**config.mk**
```make
export PLATFORM = sky130hd
export DESIGN_NAME = memc_drain
export DESIGN_NICKNAME = d
export VERILOG_FILES = /design/src/rtl/memc_drain.sv
export SDC_FILE = /design/constraint.sdc
export NUM_CORES = 1
export LEC_CHECK = 0
export BUFFER_PORTS_ARGS = -buffer_cell sky130_fd_sc_hd__buf_4
export CAP_MARGIN = 20
export CORE_MARGIN = 3
export CORE_UTILIZATION = 61
export CTS_BUF_LIST = sky130_fd_sc_hd__clkbuf_4
export DETAILED_ROUTE_END_ITERATION = 7
export GPL_TIMING_DRIVEN = 1
export PLACE_DENSITY = 0.78
export SYNTH_ARGS = -nofsm -noshare
export SYNTH_HDL_FRONTEND = slang
export SYNTH_SLANG_ARGS = --single-unit
```
**constraint.sdc**
```tcl
create_clock -name clk -period 23 [get_ports clk]
set_input_delay 2.3 -clock clk [delete_from_list [all_inputs] [get_ports clk]]
set_output_delay 2.3 -clock clk [all_outputs]
set_load 0.05 [all_outputs]
```
**src/rtl/memc_drain.sv**
```systemverilog
// Drain buffer for the systolic array: deskews C rows, stores DIM rows, serves registered reads.
// Optional MEMC_DRAIN_ROWCHK_EN adds a range check on reads and the rd_err flag.
module memc_drain #(
   parameter int BITS_C = 16,
   parameter int DIM    = 8
) (
   input  logic                       clk,
   input  logic                       rst,
   input  logic                       in_valid,
   input  logic signed [BITS_C-1:0]   Cin [DIM-1:0],
   input  logic                       clear,
   input  logic                       rd_en,
   input  logic [$clog2(DIM)-1:0]     Crow,
   output logic signed [BITS_C-1:0]   Cout [DIM-1:0],
   output logic [$clog2(DIM):0]       rows_written,
   output logic                       done,
   output logic                       overflow
`ifdef MEMC_DRAIN_ROWCHK_EN
   ,
   output logic                       rd_err
`endif
);

   localparam int AW = $clog2(DIM);
   localparam int CW = AW + 1;
   localparam int RW = DIM * BITS_C;
   localparam logic [CW-1:0] DIM_CNT = CW'(DIM);

   typedef enum logic [1:0] {IDLE, CAPTURE, FULL} state_t;

   state_t                    state_reg, state_next;
   logic [CW-1:0]             rows_next;
   logic                      ovf_next;
   logic                      wr_en;
   logic [DIM-2:0]            vld_sr;
   logic                      vld_d;
   logic signed [BITS_C-1:0]  row_aligned [DIM-1:0];
   logic [RW-1:0]             row_packed;
   logic [RW-1:0]             buffer [DIM-1:0];
   logic [RW-1:0]             rd_row;

   // Lane gi arrives gi cycles late, so it waits DIM-1-gi cycles to line up with the last lane.
   genvar gi;
   generate
      for (gi = 0; gi < DIM; gi++) begin : g_lane
         localparam int DEPTH = DIM - 1 - gi;
         if (DEPTH == 0) begin : g_pass
            assign row_aligned[gi] = Cin[gi];
         end else begin : g_dly
            logic signed [BITS_C-1:0] pipe [DEPTH];
            always_ff @(posedge clk) begin
               pipe[0] <= Cin[gi];
               for (int k = 1; k < DEPTH; k++) pipe[k] <= pipe[k-1];
            end
            assign row_aligned[gi] = pipe[DEPTH-1];
         end
         assign row_packed[gi*BITS_C +: BITS_C] = row_aligned[gi];
      end
   endgenerate

   always_ff @(posedge clk or posedge rst) begin
      if (rst) begin
         vld_sr <= '0;
      end else if (clear) begin
         vld_sr <= '0;
      end else begin
         vld_sr[0] <= in_valid;
         for (int k = 1; k < DIM - 1; k++) vld_sr[k] <= vld_sr[k-1];
      end
   end

   assign vld_d = vld_sr[DIM-2];

   always_comb begin
      state_next = state_reg;
      rows_next  = rows_written;
      ovf_next   = overflow;
      wr_en      = 1'b0;
      if (clear) begin
         state_next = IDLE;
         rows_next  = '0;
         ovf_next   = 1'b0;
      end else if (vld_d) begin
         if (state_reg == FULL) begin
            ovf_next = 1'b1;
         end else begin
            wr_en      = 1'b1;
            rows_next  = rows_written + CW'(1);
            state_next = (rows_next == DIM_CNT) ? FULL : CAPTURE;
         end
      end
   end

   always_ff @(posedge clk or posedge rst) begin
      if (rst) begin
         state_reg    <= IDLE;
         rows_written <= '0;
         overflow     <= 1'b0;
      end else begin
         state_reg    <= state_next;
         rows_written <= rows_next;
         overflow     <= ovf_next;
      end
   end

   assign done = (state_reg == FULL);

   // rows_written doubles as the write pointer; it never advances past DIM.
   always_ff @(posedge clk) begin
      if (wr_en) buffer[rows_written[AW-1:0]] <= row_packed;
   end

   assign rd_row = buffer[Crow];

   always_ff @(posedge clk or posedge rst) begin
      if (rst) begin
         for (int k = 0; k < DIM; k++) Cout[k] <= '0;
      end else if (rd_en) begin
`ifdef MEMC_DRAIN_ROWCHK_EN
         if ({1'b0, Crow} >= rows_written) begin
            for (int k = 0; k < DIM; k++) Cout[k] <= '0;
         end else begin
            for (int k = 0; k < DIM; k++) Cout[k] <= rd_row[k*BITS_C +: BITS_C];
         end
`else
         for (int k = 0; k < DIM; k++) Cout[k] <= rd_row[k*BITS_C +: BITS_C];
`endif
      end
   end

`ifdef MEMC_DRAIN_ROWCHK_EN
   always_ff @(posedge clk or posedge rst) begin
      if (rst) rd_err <= 1'b0;
      else     rd_err <= rd_en && ({1'b0, Crow} >= rows_written);
   end
`endif

endmodule

```
After elaboration in Yosys (flattened, before gate mapping)
Memory sizes are Yosys's and may differ from the RTL's. A register that Yosys moved wholly into a read port is not among the register bits.
Index checks and enable logic that the tools add are counted.
{ "classes": {"muxes": 16, "reduce_logical": 4, "n_addsub": 1, "n_eq_ne": 3} }
{ "ops": {"columns": ["operator", "count"], "rows": [
  ["2-to-1 mux 4 bit", 3],
  ["2-to-1 mux 1 bit", 8],
  ["2-to-1 mux 2 bit", 4],
  ["2-to-1 mux 7 bit", 1],
  ["adder 4 x 1 -> 4 bit (second input constant)", 1],
  ["== test 4 bit (second input constant)", 1],
  ["AND reduction 2 bit", 2],
  ["nonzero test 2 bit", 2],
  ["== test 2 bit (second input constant)", 1],
  ["!= test 2 bit (second input constant)", 1]
]} }
{ "totals": {"ramBits": 1472, "register_bits": 14, "memories": 8, "inputBits": 136, "elab_cells": 36, "output_inout_bits": 134} }
{ "mem_list": {"columns": ["name", "words", "width", "read_ports", "rd_clocked_by_memory_dff", "wr", "line", "source"], "rows": [
  ["buffer", 8, 128, 1, 1, 1, "39", "logic [RW-1:0] buffer [DIM-1:0];"],
  ["g_lane[0].g_dly.pipe", 7, 16, 7, 0, 7, "50", "logic signed [BITS_C-1:0] pipe [DEPTH];"],
  ["g_lane[1].g_dly.pipe", 6, 16, 6, 0, 6, "50", null],
  ["g_lane[2].g_dly.pipe", 5, 16, 5, 0, 5, "50", null],
  ["g_lane[3].g_dly.pipe", 4, 16, 4, 0, 4, "50", null],
  ["g_lane[4].g_dly.pipe", 3, 16, 3, 0, 3, "50", null],
  ["+2 memories", null, null, null, null, null, null, null]
]} }

Depth between registers and ports, before layout
{ "depth": {"ltp_word": 6, "mapped_depth": 7, "depth_no_buf": 4} }

Least setup slack after synthesis
OpenSTA, ideal clock, no wires.
{ "synth_path": {"path_kind": "input -> register", "startpoint": "in clear", "endpoint": "mem buffer[0][0] (netlist bit), enable pin", "t_arrival_ns": 11.375, "slack_ns": 10.853, "required_time_ns": 22.228, "cell_stages": 2, "n_path_buf": 0, "setup_ns": 0.772, "cell_sequence": "or3_1 nor3_1"} }
{ "synth_via": {"elab_chain_cells": 3} }
{ "synth_rtl": {"columns": ["element", "line", "source"], "rows": [
  ["from (decl)", "11", "input logic clear,"],
  ["2-to-1 mux 1 bit", "79", "if (clear) begin"],
  ["2-to-1 mux 1 bit", "110", "if (wr_en) buffer[rows_written[AW-1:0]] <= row_packed;"],
  ["2-to-1 mux 1 bit (implied by the code)", "110", null],
  ["to (decl)", "39", null]
]} }
Every way passes these cells.

==> results by group <==
Status
  – Outcome: finished, final reports clean

Placed design
  – Final estimated routing congestion in global placement: 0.721
  – Estimated wirelength of the detail-placed design: between 50000 and 60000 µm
  – Count of buffers from port buffering: about 270

Finish
  – Area grow syn2layout: 14.4%
  – Layout Nets: 3655
  – Fraction of layout cells with a size suffix above 1: between 20% and 30%
  – Flip-flop count of the largest register after layout: 1024

Floorplanning
  – Effective utilization at floorplan: 61.6%
  – Number of ports placed on the die boundary: 270
  – Die height: about 300 µm
  – Die area: 91400 µm²
  – DIE WIDTH: 302 µm
  – CORE AREA: around 87000 µm²
  – Row cnt: roughly 110

Critical path
  – Required time of the worst setup path: between 20 and 25 ns
  – Critical path class: in -> reg
  – Critical path's slowest cell: buf_4
  – Largest fanout on the critical path: 98
  – Setup slack of the worst register-to-register path: 19.65 ns
  – Worst reg2reg endpoint: buffer[3][67]
  – Cells on worst reg2reg path: 6
  – Cell mode on critical path: buf_4
  – Reg-to-reg startpoint: state_reg[0]
  – Worst Path Arrival: ~6.6 ns
  – Critical-path cell list: buf_8, buf_4, buf_4, buf_4, mux2i_1, a22oi_1, nand3_1, o21ai_1
  – Kind of start point of the critical path: input pin
  – Worst path max stage delay: 0.94 ns
  – Kind of end point of the critical path: flop

Clock network
  – Clock tree from TritonCTS: yes
  – Post-cts repair resize count: 0
  – Total number of clock tree sinks: 1614
  – # H-tree levels: 5
  – Number of buffers inserted to repair setup after CTS: 0
  – Clock transition at the registers of the reported paths: 0.07 ns
  – Clock buffers created by TritonCTS: 393
  – Worst skew pair latency: between 1 and 1.5 ns
  – Clock Tree Buf Depth: 4
  – Cts hold-fix bufs: 0
  – Root cell of the clock tree: clkbuf_4

Min path
  – Class of the worst hold path: reg -> reg
  – Min-Delay Startpoint: g_lane[1].g_dly.pipe[4][13]
  – Hold Path Stages: 0
  – Hold Path End: g_lane[1].g_dly.pipe[5][13]

Synthesis
  – Mux contribution to synthesized area: 9.57%
  – Mapped Area: 53600 µm²
  – Count of warnings emitted by yosys: 0
  – Post-Syn Nets: 3098
  – Synth Area in XOR/XNOR: less than 1%
  – Number of distinct library cell variants in the gate-level netlist after synthesis: 30
  – Portion of the post-synthesis area used by sequential elements: 80.8%
  – Post-synthesis compound-gate area fraction: 4.83%
  – Post-synthesis share of cell area spent on full adders, half adders and majority gates: 0.0234%
  – Post-synthesis register bit count: 1614
  – Simple-gate portion of the synthesized area: 1.56%
  – Number of standard cells after synthesis: 2961
  – Avg Inst Size Synth: 18.1 µm²
  – Main combinational cell family by area after synthesis: multiplexers

Global routing
  – Maximum number of pins on one net before global-route repair: approximately 130
  – Number of global-route vias before repair: 29300
  – Total Routing Usage GR: a little under a quarter
  – Antenna violations before repair: 5
  – Total congestion overflow: 0
  – First-pass GRT wire length: about 160000 µm

Timing
  – Max_slew headroom: 23.2%
  – Hold Vio Cnt, Final: 0
  – Summed negative setup slack over all endpoints: 0 ns
  – Period minus WS final: 5.66 ns
  – Number of max-slew violations in the final report: 0
  – Clock skew after layout: 0.125 ns
  – Period utilization: 24.6%
  – Endpoints failing setup: 0
  – Max Clk Rate: ~180 MHz
  – Slew @ Worst Pin: 1.15 ns
  – Setup repair after global routing missed its margin: no

Route
  – DRC: 0
  – DR vias/cell: 5.52
  – Drt first-iter violations: 1946
  – Count of antenna-violating nets left after detailed routing: 0
  – Total wire length after detailed routing: 107000 µm
  – Number of iterations in the first detailed-routing pass: 5
  – Routed wire per std cell: 21.4 µm
  – Vias after detailed routing: 27600

Power and ir drop
  – Sw power: approximately 1300 µW
  – IR Drop Worst-Case VDD: 0.0541 mV
  – Leak pwr: 0.0238 µW
  – Switching Fraction: 22.7%
  – Internal Power: roughly 4400 µW
  – Power per standard cell area: 93.9 nW/µm²
  – Overall power of the completed layout: ~5800 µW
  – Clock network power share: between 30 and 40%
  – Reg power frac: 55.4%
  – Share of power burned in combinational logic: under 10%

Job
  – Max Cap Viol: 0
==> cell families after synthesis <==
logic type               Yosys count
flip-flops                      1614
multiplexers                     512
AO/OA/AOI/OAI                    388
buffers and inverters            275
AND/OR/NAND/NOR                  167
XOR/XNOR                           4
adder cells (fa/ha/maj)            1
==> area by class of cell <==
class                           count  area (µm²)
Antenna cell                        5        12.5
Clock buffer                      601        4510
Clock inverter                    113         490
Fill cell                        5424       25600
Inverter                          131         499
Multi-Input combinational cell   1072        8680
Sequential cell                  1614       43300
Tap cell                         1155        1450
Timing Repair Buffer              306        2380
==> power groups by stage <==
stage	logic (µW)	clock network (µW)	registers, µW
5_1_grt	330	2480	3200
3_3_place_gp	305	0	3250
6_report	311	2260	3190
3_5_place_dp	313	0	3250
4_1_cts	314	2330	3190
2_1_floorplan	128	0	3320
==> cell usage after synthesis <==
| library cell | instances | area, µm² |
|---|---|---|
| edfxtp_1 | 1024 | 30700 |
| mux2i_1 | 512 | 5120 |
| dfxtp_1 | 448 | 8970 |
| a22oi_1 | 256 | 1920 |
| dfrtp_1 | 142 | 3550 |
| inv_1 | 131 | 492 |
| nand3_1 | 131 | 656 |
| o21ai_1 | 128 | 641 |
| buf_2 | 50 | 250 |
| clkbuf_1 | 32 | 120 |
| buf_12 | 22 | 440 |
| buf_6 | 18 | 203 |
| buf_4 | 14 | 105 |
| nor2_1 | 11 | 41.3 |
| nor2b_1 | 9 | 56.3 |
| nand2_1 | 6 | 22.5 |
| buf_1 | 4 | 15.0 |
| buf_8 | 4 | 60.1 |
| a21oi_1 | 3 | 15.0 |
| nand2b_1 | 3 | 18.8 |
| nor3_1 | 2 | 10.0 |
| xnor2_1 | 2 | 17.5 |
| xor2_1 | 2 | 17.5 |
| and2_0 | 1 | 6.26 |
| and2_1 | 1 | 6.26 |
| and3_1 | 1 | 6.26 |
| ha_1 | 1 | 12.5 |
| nand4_1 | 1 | 6.26 |
| o211a_1 | 1 | 10.0 |
| or3_1 | 1 | 6.26 |
==> worst max-delay path by stage <==
stage | depth (start not counted) | to | startpoint
4_1_cts | 8 | Cout[94] | Crow[0]
5_1_grt | 8 | Cout[91] | Crow[0]
6_report | 8 | Cout[92] | Crow[0]
3_5_place_dp | 8 | Cout[81] | Crow[0]
3_3_place_gp | 8 | Cout[100] | Crow[0]
2_1_floorplan | 2 | buffer[0][0] | clear
==> layout by cell type (no fill, tap or decap), types with 97 or more instances in the layout <==
master,n
mux2i_1,512
o21ai_1,128
edfxtp_1,1024
buf_4,299
clkbuf_4,601
dfxtp_1,448
nand3_1,131
inv_1,130
a22oi_1,256
dfrtp_1,142
clkinv_1,97
==> worst max-delay path, delay by kind of cell <==
kind / cells / cell delay [ns]
muxes: 1 / 0.28
and+or+nand+nor: 1 / 0.14
buffers and inverters: 4 / 3.40
AOI/OAI and AO/OA: 2 / 0.19
==> metrics by stage <==
| step | worst slack, ns | hold WS, ns | area, µm² | util [%] | cells |
|---|---|---|---|---|---|
| detailed placement | 16.27 | 0.312 | 56300 | 64.8 | 4278 |
| global placement | 16.50 | 0.310 | 56200 | 64.7 | 4277 |
| finish | 17.34 | 0.233 | 61300 | 70.5 | 4997 |
| CTS | 17.60 | 0.238 | 61300 | 70.5 | 4992 |
| global route | 17.26 | 0.243 | 61300 | 70.5 | 4995 |
| floorplan | 10.85 | 0.310 | 53600 | - | 2961 |
==> metal layers <==
metal	vias up	share of wire [%]	GRT usage [%]
met5	-	0	0
met4	0	2.1	9.02
met3	180	7.4	6.17
met2	1003	51	40.0
met1	13800	40	29.6
li1	12600	-	-
(Power assumes the default switching activity.)
